`config.mk`:
```
export PLATFORM = sky130hd
export DESIGN_NAME = bool_rr_arbiter
export DESIGN_NICKNAME = d
export VERILOG_FILES = /design/src/rtl/bool_rr_arbiter.sv
export SDC_FILE = /design/constraint.sdc
export NUM_CORES = 1
export LEC_CHECK = 0
export BUFFER_PORTS_ARGS = -buffer_cell sky130_fd_sc_hd__buf_4
export CAP_MARGIN = 10
export CORE_MARGIN = 3
export CORE_UTILIZATION = 41
export CTS_BUF_LIST = sky130_fd_sc_hd__clkbuf_8 sky130_fd_sc_hd__clkbuf_16
export DETAILED_ROUTE_END_ITERATION = 6
export PLACE_DENSITY = 0.88
export SYNTH_ARGS = -nofsm -noshare
export SYNTH_HDL_FRONTEND = slang
export SYNTH_SLANG_ARGS = --single-unit
```
`constraint.sdc`:
```
create_clock -name clk -period 2.8 [get_ports clk]
set_clock_uncertainty 0.05 [all_clocks]
set_input_delay 0.14 -clock clk [delete_from_list [all_inputs] [get_ports clk]]
set_output_delay 0.14 -clock clk [all_outputs]
set_load 0.02 [all_outputs]
```
`src/rtl/bool_rr_arbiter.sv`:
```
// Round-robin arbiter sharing one valid/ready stream among NR_OF_REQ requesters.
// Grants are held per burst and released on last beat or forced at MAX_BURST_P beats.
module bool_rr_arbiter #(
    parameter int NR_OF_REQ    = 4,
    parameter int DATA_WIDTH_P = 32,
    parameter int MAX_BURST_P  = 256
) (
    input  logic                              clk,
    input  logic                              rst,
    input  logic                              cfg_enable,
    input  logic [NR_OF_REQ-1:0]              req_valid,
    input  logic [NR_OF_REQ-1:0]              req_last,
    input  logic [NR_OF_REQ*DATA_WIDTH_P-1:0] req_data,
    output logic [NR_OF_REQ-1:0]              req_ready,
    output logic                              out_valid,
    output logic                              out_last,
    output logic [DATA_WIDTH_P-1:0]           out_data,
    input  logic                              out_ready,
    output logic [NR_OF_REQ-1:0]              gnt,
    output logic [$clog2(NR_OF_REQ)-1:0]      gnt_id,
    output logic                              busy,
    output logic                              burst_cut
);

    localparam int          ID_W      = $clog2(NR_OF_REQ);
    localparam logic [15:0] LAST_BEAT = 16'(MAX_BURST_P - 1);

    typedef enum logic {IDLE, BUSY} state_t;

    state_t          state;
    state_t          state_nxt;
    logic [ID_W-1:0] rr_ptr;
    logic [ID_W-1:0] win_id;
    logic            win_found;
    int unsigned     scan_idx;
    logic [15:0]     beat_cnt;
    logic            start;
    logic            xfer;
    logic            release_now;
    logic            cut_now;

    // First requesting index at or above rr_ptr, wrapping past NR_OF_REQ-1.
    always_comb begin
        win_found = 1'b0;
        win_id    = '0;
        scan_idx  = 0;
        for (int unsigned k = 0; k < NR_OF_REQ; k++) begin
            scan_idx = (32'(rr_ptr) + k) % NR_OF_REQ;
            if (!win_found && req_valid[ID_W'(scan_idx)]) begin
                win_found = 1'b1;
                win_id    = ID_W'(scan_idx);
            end
        end
    end

    assign start       = (state == IDLE) && cfg_enable && win_found;
    assign xfer        = out_valid && out_ready;
    assign release_now = (state == BUSY) && xfer && (out_last || (beat_cnt == LAST_BEAT));
    assign cut_now     = release_now && !out_last;

    always_ff @(posedge clk) begin
        if (rst) begin
            state <= IDLE;
        end else begin
            state <= state_nxt;
        end
    end

    always_comb begin
        state_nxt = state;
        case (state)
            IDLE:    if (start)       state_nxt = BUSY;
            BUSY:    if (release_now) state_nxt = IDLE;
            default:                  state_nxt = IDLE;
        endcase
    end

    // Gating everything by the one-hot gnt keeps the channel quiet while idle.
    always_comb begin
        out_valid = |(req_valid & gnt);
        out_last  = |(req_last & gnt);
        out_data  = '0;
        for (int unsigned i = 0; i < NR_OF_REQ; i++) begin
            if (gnt[i]) begin
                out_data = out_data | req_data[i*DATA_WIDTH_P +: DATA_WIDTH_P];
            end
        end
        req_ready = gnt & {NR_OF_REQ{out_ready}};
    end

    always_ff @(posedge clk) begin
        if (rst) begin
            gnt       <= '0;
            gnt_id    <= '0;
            busy      <= 1'b0;
            burst_cut <= 1'b0;
            rr_ptr    <= '0;
            beat_cnt  <= '0;
        end else begin
            burst_cut <= 1'b0;
            if (start) begin
                gnt      <= NR_OF_REQ'(1) << win_id;
                gnt_id   <= win_id;
                busy     <= 1'b1;
                beat_cnt <= '0;
            end else if (release_now) begin
                gnt       <= '0;
                busy      <= 1'b0;
                burst_cut <= cut_now;
                rr_ptr    <= (gnt_id == ID_W'(NR_OF_REQ - 1)) ? '0 : gnt_id + ID_W'(1);
            end else if ((state == BUSY) && xfer) begin
                beat_cnt <= beat_cnt + 16'd1;
            end
        end
    end

endmodule

```
[Word level (Yosys, flattened, before mapping)]
Cells that the tools add are included.
Operators by class
  add/sub/neg operators: 5
  magnitude comparators: 4
  mux-type cells: 28
  shifts and indexed selects: 1
  reduce and logical (&&, ||, !) cells: 21
  bitwise logic cells: 9
  equal/unequal tests: 2
Operators with widths (number)
  32-bit 2-to-1 mux: 4
  32-bit OR: 3
  16-bit by 1-bit adder with 16-bit output (second input constant): 1
  16-bit by 8-bit == test with 1-bit output (second input constant): 1
  4-bit bitwise AND: 3
  2-bit by 3-bit less-than comparator with 1-bit output (second input constant): 4
  1-bit 2-to-1 mux: 12
  2-bit 2-to-1 mux: 5
  1-bit logical AND: 9
  1-bit binary-select mux with 2-bit select: 4
  4-bit 2-to-1 mux: 2
  4-bit OR reduction: 2
  2-bit by 1-bit adder with 2-bit output (second input constant): 2
  2-bit adder (second input constant): 2
  1-bit logical NOT: 4
  2-bit AND reduction: 2
  1-bit by 2-bit left shift with 4-bit output (first input constant): 1
  1-bit inverter: 3
  3-bit OR reduction: 1
  2-bit == test (second input constant): 1
  1-bit case mux with 2 select lines: 1
  2-bit nonzero test: 1
  2-bit OR reduction: 1
  1-bit logical OR: 1
Word-level totals
  register bits after elaboration: 27
  logic and storage cells: 77
  input port bits: 140
  output and inout port bits: 46

[Logic depth before layout (Yosys ltp)]
  depth in word-level cells: 15
  depth in mapped cells: 8
  mapped depth without buffers: 6

[Worst setup path before layout]
OpenSTA, ideal clock, no wires.
  path type: reg2reg
  start point: reg gnt[3]
  end point: reg beat_cnt[15]
  cell stages (with the launch flop): 8
  arrival: 1693 ps
  path slack: 987 ps
  data required time: 2680 ps
  library setup time: 70 ps
  period minus slack after synthesis: 1813 ps
  buffers on the path: 2
  path through: dfxtp_1 buf_4 a22oi_1 a21oi_2 nand3_2 buf_6 or4_1 a21oi_1
On the way
  longest elaborated chain between the ends: 7
  elaborated cells on any way between the ends: 10
  those cells by class: bitwise (3); reduce/logical (7)
Ends and longest elaborated chain
  start: declaration: RTL line 19  | output logic [NR_OF_REQ-1:0] gnt,
  start signal: assignment: RTL line 102  | gnt <= NR_OF_REQ'(1) << win_id;
  4-bit bitwise AND: RTL line 80  | out_valid = |(req_valid & gnt);
  4-bit OR reduction: RTL line 80
  1-bit logical AND: RTL line 57  | assign xfer = out_valid && out_ready;
  1-bit logical AND: RTL line 58, 111
  1-bit logical AND: RTL line 58  | assign release_now = (state == BUSY) && xfer && (out_last || (beat_cnt == LAST_BEAT));
  1-bit inverter (no line)
  2-bit AND reduction (no line) (*)
  end signal: assignment: RTL line 112  | beat_cnt <= beat_cnt + 16'd1;
  end: declaration: RTL line 36  | logic [15:0] beat_cnt;
Mark *: on every way between the ends. The rest lies on a longest branch, timed or not.
A chain may end at the register's enable or synchronous reset.

[Final worst setup path]
  start point: reg gnt[1]
  end point: reg beat_cnt[15]
Same word-level chain as after synthesis.

==> impl_metrics.py <==
metrics = {
    "clock_network": {
        "clock_latency_ns": 0.28,
        "clk_pin_slew_ns": 0.10,
        "cts_tree": "done",
        "cts-root-buf": "clkbuf_8",
        "clock_path_buffers": 2,
        "h-tree-depth": 1,
        "cts_setup_buffers": 0,
        "numClockSinks": 27,
        "cts-buffers-inserted": 3,
        "cts_resized": 0,
        "postCtsHoldBufs": 0,
    },
    "placed_design": {
        "post-dp-hpwl_um": 7780,
        "port_buffers": 185,
        "gp_congestion": 0.955,
        "post-place-cells": 511,
    },
    "routing": {
        "wire_per_inst_um": 18.8,
        "viasPerCell": 5.69,
        "initialDrtViolationCount": 193,
        "vias": 2929,
        "drtAntennaViolNets": 0,
        "drt_pass1_iterations": 5,
        "remaining_drc_errors": 0,
        "routed_wl_um": 9690,
    },
    "sta": {
        "finalSetupViolCount": 0,
        "maxSlewHeadroom_pct": 60.0,
        "finalHoldViolCount": 0,
        "fmax_mhz": 417,
        "period_needed_ns": 2.40,
        "setup_tns_ns": 0,
        "fin_crit_sh_pct": 85.6,
        "slew_viol_final": 0,
        "tightest_slew_ns": 0.598,
        "rsz0062_at_grt": "no",
    },
    "final_layout": {
        "drive_gt1_share_pct": 45.3,
        "area_delta_synth_final_pct": 68.7,
        "stdcell_count": 515,
        "regArea_um2": 541,
        "num-fill-cells": 400,
        "nNetsFinal": 591,
        "diodes": 0,
        "multi_input_comb_area_um2": 1400,
    },
    "logic_synthesis": {
        "ys_warn_count": 0,
        "synth_edf_count": 0,
        "syn_area_per_cell_um2": 7.54,
        "synth-seq-cells": 27,
        "synth.area.top_cells": "dfxtp_1 26%, a22oi_1 23%, nand2_1 8.6%, or4_1 2.9%, a21oi_1 2.4%",
        "synth.top_cells.by_count": "65 x a22oi_1, 48 x nand2_1, 27 x dfxtp_1",
        "syn_inst": 277,
        "yosysMostFrequentCell": "a22oi_1",
        "syn-num-nets": 419,
        "synth.largest_area_cell": "dfxtp_1",
        "seq_area_frac_synth_pct": 25.9,
        "synth_top_cell_area_share_pct": 25.9,
        "yosysUniqueCellTypes": 47,
        "async_flop_share_pct": 0,
        "syn-cell-area_um2": 2090,
        "ys.flop_type": "dfxtp_1",
    },
    "worst_setup_path": {
        "critical_path_required_ns": 2.96,
        "critPathLaunch": "gnt[1]",
        "worstSetupPathType": "reg -> reg",
        "r2r_start": "gnt[1]",
        "worst_setup_path_start_kind": "register",
        "worstPathArrival_ns": 2.56,
        "cp-end-kind": "register",
        "cp_max_fo": 29,
    },
    "run_status": {
        "status": "completed",
    },
    "global_routing": {
        "grt_pass1_wl_um": 15000,
        "grt_overflow": 0,
        "grt_max_degree": 36,
        "track_usage_pct": 31.0,
        "grt_pass1_vias": 2806,
        "antenna_found_initial": 0,
    },
    "floorplan": {
        "die_h_um": 77.4,
        "floorplan.initialDensity_pct": 43.4,
        "fp-row-count": 25,
        "io_pins": 186,
        "die_area_um2": 5990,
        "core_area_um2": 4820,
        "die_x_um": 77.4,
    },
    "power_and_ir_drop": {
        "leakage_nw": 1.73,
        "ir_drop_v": 0.000334,
        "p_per_area_nw_per_um2": 302,
    },
    "job": {
        "maxCapViolations": 0,
    },
    "worst_hold_path": {
        "hold_class": "in -> reg",
        "hold_start": "rst",
    },
}
==> layout by cell type (no fill, tap or decap), types with 5 or more instances in the layout <==
master	instances
a22oi_1	65
nor4_1	5
a21oi_1	10
and2_1	5
inv_1	9
or4_1	8
nand2_1	48
buf_4	189
nor2_1	10
nand4_1	5
nand3_1	8
o21ai_0	5
o211ai_1	5
dfxtp_1	27
==> worst max-delay path: stages (launching register included) <==
cell and delay, ns:
dfxtp_1 0.70, a22oi_2 0.18, a21oi_2 0.20, nand3_2 0.40
or4_1 0.65, a21oi_1 0.15
==> layout make-up <==
type	instances	share of cell area, %
inverter	9	0.958
tap	67	2.38
multi-input combinational	219	39.7
clock buffer	3	1.17
sequential	27	15.3
timing repair buffer	189	40.2
clock inverter	1	0.213
==> registers in the layout, indices dropped and copies added, names as in the netlist <==
signal / cells
busy: 1
burst_cut: 1
beat_cnt: 16
gnt: 4
state: 1
rr_ptr: 2
gnt_id: 2
==> per-layer routing <==
metal | GRT usage, % | part of all wire, %
met1 | 38.1 | 39
met2 | 53.3 | 49
met3 | 11.3 | 11
met4 | 3.91 | 0.44
met5 | 0 | 0
==> kinds of logic after synthesis <==
logic type,synth area share (%)
flip-flops,25.9
buffers and inverters,7.13
AND/OR/NAND/NOR,25.3
AO/OA/AOI/OAI,38.7
multiplexers,1.44
adder cells (fa/ha/maj),1.20
XOR/XNOR,0.419
==> power by group <==
group / leakage [nW] / internal (mW) / switching (mW)
registers: 0.218 / 0.390 / 0.0106
logic: 1.49 / 0.230 / 0.205
clock network: 0.0217 / 0.101 / 0.129
==> per-stage QoR <==
stage / setup slack, ns / hold slack [ns] / utilization (%) / total power [mW] / cell area, um2
floorplan: 0.987 / 0.326 / - / 0.582 / 2090
global placement: 0.529 / 0.325 / 72.2 / 0.838 / 3480
detailed placement: 0.464 / 0.329 / 72.2 / 0.842 / 3480
CTS: 0.437 / 0.0288 / 73.2 / 1.06 / 3530
global route: 0.270 / 0.0340 / 73.2 / 1.12 / 3530
finish: 0.403 / 0.0260 / 73.2 / 1.07 / 3530
==> path summary, 6_finish.rpt <==
check,cells after the start,endpoint,slack [ns]
worst min register to register,2,beat_cnt[15],0.45
worst max-delay path,5,beat_cnt[15],0.40
worst max register to register,5,beat_cnt[15],0.40
worst min-delay path,2,gnt_id[0],0.03
Power figures use the tool's default switching activity.
